File: config.mk
export PLATFORM = sky130hd
export DESIGN_NAME = fc_act_collector
export DESIGN_NICKNAME = d
export VERILOG_FILES = /design/src/rtl/fc_act_collector.sv
export SDC_FILE = /design/constraint.sdc
export NUM_CORES = 2
export LEC_CHECK = 0
export BUFFER_PORTS_ARGS = -buffer_cell sky130_fd_sc_hd__buf_4
export CORE_MARGIN = 2
export CORE_UTILIZATION = 30
export DETAILED_ROUTE_END_ITERATION = 10
export MAX_ROUTING_LAYER = met4
export PLACE_DENSITY = 0.55
export SLEW_MARGIN = 20
export SYNTH_ARGS = -nofsm -noshare
export SYNTH_HDL_FRONTEND = slang
export SYNTH_SLANG_ARGS = --single-unit
File: constraint.sdc
create_clock -name clk -period 84 [get_ports clk]
set_input_delay 12.6 -clock clk [delete_from_list [all_inputs] [get_ports clk]]
set_output_delay 12.6 -clock clk [all_outputs]
set_load 0.05 [all_outputs]
File: src/rtl/fc_act_collector.sv
// Serial-to-parallel activation collector around a combinational FC neuron.
// Holds x_out stable for a settle window, then captures z and hands it off over valid/ready.
module fc_act_collector #(
  parameter int unsigned WIDTH  = 8,
  parameter int unsigned IN     = 128,
  parameter int unsigned SETTLE = 2,
  parameter int unsigned ZW     = WIDTH * 2 + $clog2(IN)
) (
  input  logic                       clk,
  input  logic                       rst,
  input  logic                       in_valid,
  output logic                       in_ready,
  input  logic [WIDTH-1:0]           in_data,
  input  logic                       in_last,
  output logic [IN-1:0][WIDTH-1:0]   x_out,
  input  logic [ZW-1:0]              z_in,
  output logic                       out_valid,
  input  logic                       out_ready,
  output logic [ZW-1:0]              out_data,
  output logic                       frame_err
);

  localparam int unsigned IW = (IN > 1) ? $clog2(IN) : 1;
  localparam logic [IW-1:0] LastIdx = IW'(IN - 1);
  localparam logic [3:0] SettleMax = 4'(SETTLE);

  typedef enum logic [1:0] {StFill, StSettle, StOut} state_e;

  state_e                     state_q, state_d;
  logic [IW-1:0]              idx_q, idx_d;
  logic [3:0]                 cnt_q, cnt_d;
  logic                       rdy_q, rdy_d;
  logic [IN-1:0][WIDTH-1:0]   x_d;
  logic                       out_valid_d;
  logic [ZW-1:0]              out_data_d;
  logic                       frame_err_d;
  logic                       accept;

  assign in_ready = rdy_q;
  assign accept   = in_valid & rdy_q;

  always_comb begin
    state_d     = state_q;
    idx_d       = idx_q;
    cnt_d       = cnt_q;
    x_d         = x_out;
    out_valid_d = out_valid;
    out_data_d  = out_data;
    frame_err_d = 1'b0;

    unique case (state_q)
      StFill: begin
        if (accept) begin
          x_d[idx_q] = in_data;
          if (idx_q == LastIdx || in_last) begin
            state_d     = StSettle;
            idx_d       = '0;
            cnt_d       = '0;
            frame_err_d = (idx_q != LastIdx) || !in_last;
          end else begin
            idx_d = idx_q + 1'b1;
          end
        end
      end
      StSettle: begin
        // Window starts on the cycle after the last element lands, hence SETTLE+1 states.
        if (cnt_q == SettleMax) begin
          out_data_d  = z_in;
          out_valid_d = 1'b1;
          cnt_d       = '0;
          state_d     = StOut;
        end else begin
          cnt_d = cnt_q + 1'b1;
        end
      end
      StOut: begin
        if (out_ready) begin
          out_valid_d = 1'b0;
          x_d         = '0;
          state_d     = StFill;
        end
      end
      default: state_d = StFill;
    endcase

    // Registered so in_ready stays low through reset and rises one cycle later.
    rdy_d = (state_d == StFill);
  end

  always_ff @(posedge clk or posedge rst) begin
    if (rst) begin
      state_q   <= StFill;
      idx_q     <= '0;
      cnt_q     <= '0;
      rdy_q     <= 1'b0;
      x_out     <= '0;
      out_valid <= 1'b0;
      out_data  <= '0;
      frame_err <= 1'b0;
    end else begin
      state_q   <= state_d;
      idx_q     <= idx_d;
      cnt_q     <= cnt_d;
      rdy_q     <= rdy_d;
      x_out     <= x_d;
      out_valid <= out_valid_d;
      out_data  <= out_data_d;
      frame_err <= frame_err_d;
    end
  end

endmodule
==> flow_metrics.py <==
metrics = {
    "floorplan": {
        "die_h_um": 445,
        "die_w_um": 445,
        "die-area_um2": 198000,
        "rows": 161,
        "core_area_um2": 193000,
        "ios": 1086,
        "initial_core_util_pct": 30.2,
    },
    "logic_synthesis": {
        "yosysSeqAreaShare_pct": 45.7,
        "ys_async_sr_fraction_pct": 100,
        "netlist_instances": 6216,
        "synth-compound-area-share_pct": 27.7,
        "ys_seq_elements": 1063,
        "synthesis.area_um2": 58200,
        "yosys.area_share.simple_pct": 12.2,
        "synth.most_common_cell": "o211ai_1",
        "synth_top_area_cell": "dfrtp_1",
        "synth_area_leaders": "dfrtp_1 (46%), o211ai_1 (25%), nand4_1 (11%), inv_1 (6.6%), buf_2 (3.3%)",
        "ys.flop_type": "dfrtp_1",
        "netlist.area_leader.share_pct": 45.7,
        "ys_warn_count": 0,
        "synthAdderAreaFrac_pct": 0.0859,
        "yosys-top-cells-count": "o211ai_1 (1,930), dfrtp_1 (1,063), inv_1 (1,028)",
        "synth_top_family_by_area": "compound AO/OA/AOI/OAI gates",
        "synth_cell_types": 51,
        "syn_area_per_cell_um2": 9.37,
        "synth_xor_area_share_pct": 0,
        "synth_edf_count": 0,
        "synth.area.mux_share_pct": 0.479,
        "syn-num-nets": 6256,
    },
    "placed_design": {
        "hpwl_um": 153000,
        "gp_congestion": 0.826,
        "port_buffers": 1085,
    },
    "final_layout": {
        "synthToLayoutAreaGrowth_pct": 22.2,
        "layout-drive-gt1-share_pct": 24.0,
        "final_core_utilization_pct": 36.9,
        "antenna_cells": 0,
        "fin_nets": 6696,
        "nFillCells": 19100,
    },
    "status": {
        "outcome": "finished, final reports clean",
    },
    "run": {
        "drv_cap": 0,
    },
    "setup_path": {
        "cpMostUsedCell": "buf_4",
        "reg2reg_slack_ps": 78380,
        "critPathCaptureType": "asynchronous set/reset pin",
        "slowest_delay_ps": 820,
        "startpoint_type": "input port",
        "crit_type": "in -> async",
        "crit_chain": "buf_4 > inv_8 > buf_4 > buf_4 > buf_4 > buf_4 > buf_12 > buf_4",
        "critPathSlowestCell": "buf_4",
        "arrival_ps": 17890,
        "crit_fanout": 137,
        "critical_path_required_ps": 84850,
    },
    "drt": {
        "ant_nets": 0,
        "drt_wl_total_um": 272000,
        "vias_per_cell": 6.18,
        "drtPass1Iterations": 6,
        "routedWlPerCell_um": 29.3,
        "drc": 0,
        "vias": 57300,
        "drt_iter0_drc": 6344,
    },
    "sta": {
        "hold_slack_ps": 507,
        "fin_tns_setup_ps": 0,
        "setup_viol": 0,
        "rsz0062_at_grt": "no",
        "slew_headroom_pct": 16.5,
        "finalCriticalPeriod_ps": 17040,
        "worst_pin_slew_ps": 1250,
        "hold_violations": 0,
        "max_freq_ghz": 0.0587,
        "slew_violations": 0,
        "fin_skew_ps": 27.1,
        "fin_crit_sh_pct": 20.3,
    },
    "cts": {
        "postCtsHoldBufs": 0,
        "clock_latency_ps": 830,
        "cts_resized": 0,
        "cts_sinks": 1063,
        "cts_buffer_depth": 3,
        "numCtsBuffers": 133,
        "htree_num_levels": 4,
        "cts_tree": "built",
        "ctsRootBufferMaster": "clkbuf_16",
        "cts_setup_buffers": 0,
        "clk_pin_slew_ps": 60,
    },
    "global_routing": {
        "grt_max_degree": 195,
        "use_met2_pct": 39.5,
        "antenna_found_initial": 1,
        "grt_pass1_vias": 54900,
        "grt_pass1_wl_um": 399000,
        "grt.busiest_layer": "met2",
        "grtUsageTotal_pct": 27.2,
        "grt-ovfl-total": 0,
        "met3_usage_pct": 5.38,
        "met1_usage_pct": 34.7,
    },
    "pwr": {
        "p_per_area_nw_per_um2": 29.1,
        "p_leak_nw": 30.9,
        "total_power_mw": 2.07,
        "ir_worst_vdd_uv": 22.8,
    },
    "min_path": {
        "hp-class": "reg -> reg",
    },
}
-- report_power, final --
part | total (mW) | switching [mW] | leakage, nW | internal, mW
clock network | 0.595 | 0.247 | 2.16 | 0.348
registers | 0.623 | 0.0541 | 9.52 | 0.569
logic | 0.855 | 0.655 | 19.2 | 0.200
total | 2.07 | 0.956 | 30.9 | 1.12
-- layout by cell type (no fill, tap or decap), types with 3 or more instances in the layout --
| cell | count |
|---|---|
| o211ai_1 | 1930 |
| buf_4 | 1209 |
| dfrtp_1 | 1059 |
| inv_1 | 1027 |
| nand4_1 | 1024 |
| clkbuf_16 | 137 |
| o211ai_2 | 120 |
| clkbuf_1 | 33 |
| clkbuf_8 | 27 |
| mux2_2 | 23 |
| clkinv_2 | 15 |
| buf_6 | 12 |
| nand2_1 | 10 |
| nand3_1 | 8 |
| bufinv_16 | 8 |
| nand4bb_4 | 6 |
| o21ai_0 | 6 |
| clkinv_8 | 6 |
| nor4bb_4 | 5 |
| inv_6 | 5 |
| buf_12 | 5 |
| nand3b_1 | 4 |
| nand4b_1 | 4 |
| ha_1 | 4 |
| dfrtp_2 | 4 |
| and3b_4 | 3 |
| nor3b_2 | 3 |
| or3b_4 | 3 |
| and4b_2 | 3 |
| nor4b_2 | 3 |
| clkinvlp_4 | 3 |
-- final timing paths --
path / cells after the start / end / from
hold / removal: 1 / out_data[18]$_DFFE_PP0P_ / out_data[18]$_DFFE_PP0P_
setup reg to reg: 8 / x_out[112]$_DFFE_PP0P_ / state_q[1]$_DFF_PP0_
min in group asynchronous: 2 / x_out[928]$_DFFE_PP0P_ / rst
max in group clk: 9 / x_out[112]$_DFFE_PP0P_ / in_valid
setup / recovery: 8 / x_out[693]$_DFFE_PP0P_ / rst
hold reg to reg: 1 / out_data[18]$_DFFE_PP0P_ / out_data[18]$_DFFE_PP0P_
-- registers in the layout, indices dropped and copies added, names as in the netlist --
| signal | flops |
|---|---|
| x_out | 1024 |
| out_data | 23 |
| idx_q | 7 |
| cnt_q | 4 |
| state_q | 2 |
| frame_err | 1 |
| in_ready | 1 |
| out_valid | 1 |
-- metal layers --
metal  part of all wire [%]  wire length (um)
met1                     40            110000
met2                     45            121000
met3                    7.6             20800
met4                    7.3             19900
met5                      0                 0
-- cell families (layout without fill, tap and decap cells) --
group	after synthesis	count (layout)
muxes	25	25
buffers and inverters	1949	2488
DFF	1063	1063
AOI/OAI and AO/OA	2067	2067
and+or+nand+nor	1108	1108
adders and majority gates	4	4
-- area by class of cell --
cell class	count	area, um^2	share of cell area, %
multi-input combinational	3204	23800	33.5
sequential	1063	26600	37.4
tap	2526	3160	4.44
inverter	1028	3870	5.43
timing repair buffer	1226	9310	13.1
clock buffer	197	3920	5.51
clock inverter	37	479	0.673
-- through the flow --
stage / instance area (um^2) / setup WS, ps / instances
after floorplan: 58200 / 41480 / 6216
after global placement: 66700 / 65920 / 9046
after detailed placement: 66700 / 65940 / 9047
after CTS: 71200 / 66840 / 9281
after global routing: 71200 / 66250 / 9281
final: 71200 / 66960 / 9281
-- critical path, delay by kind of cell --
kind,cells,cell delay [ps]
buffers and inverters,8,4800
Note: power is estimated with default switching activity, not from simulation.
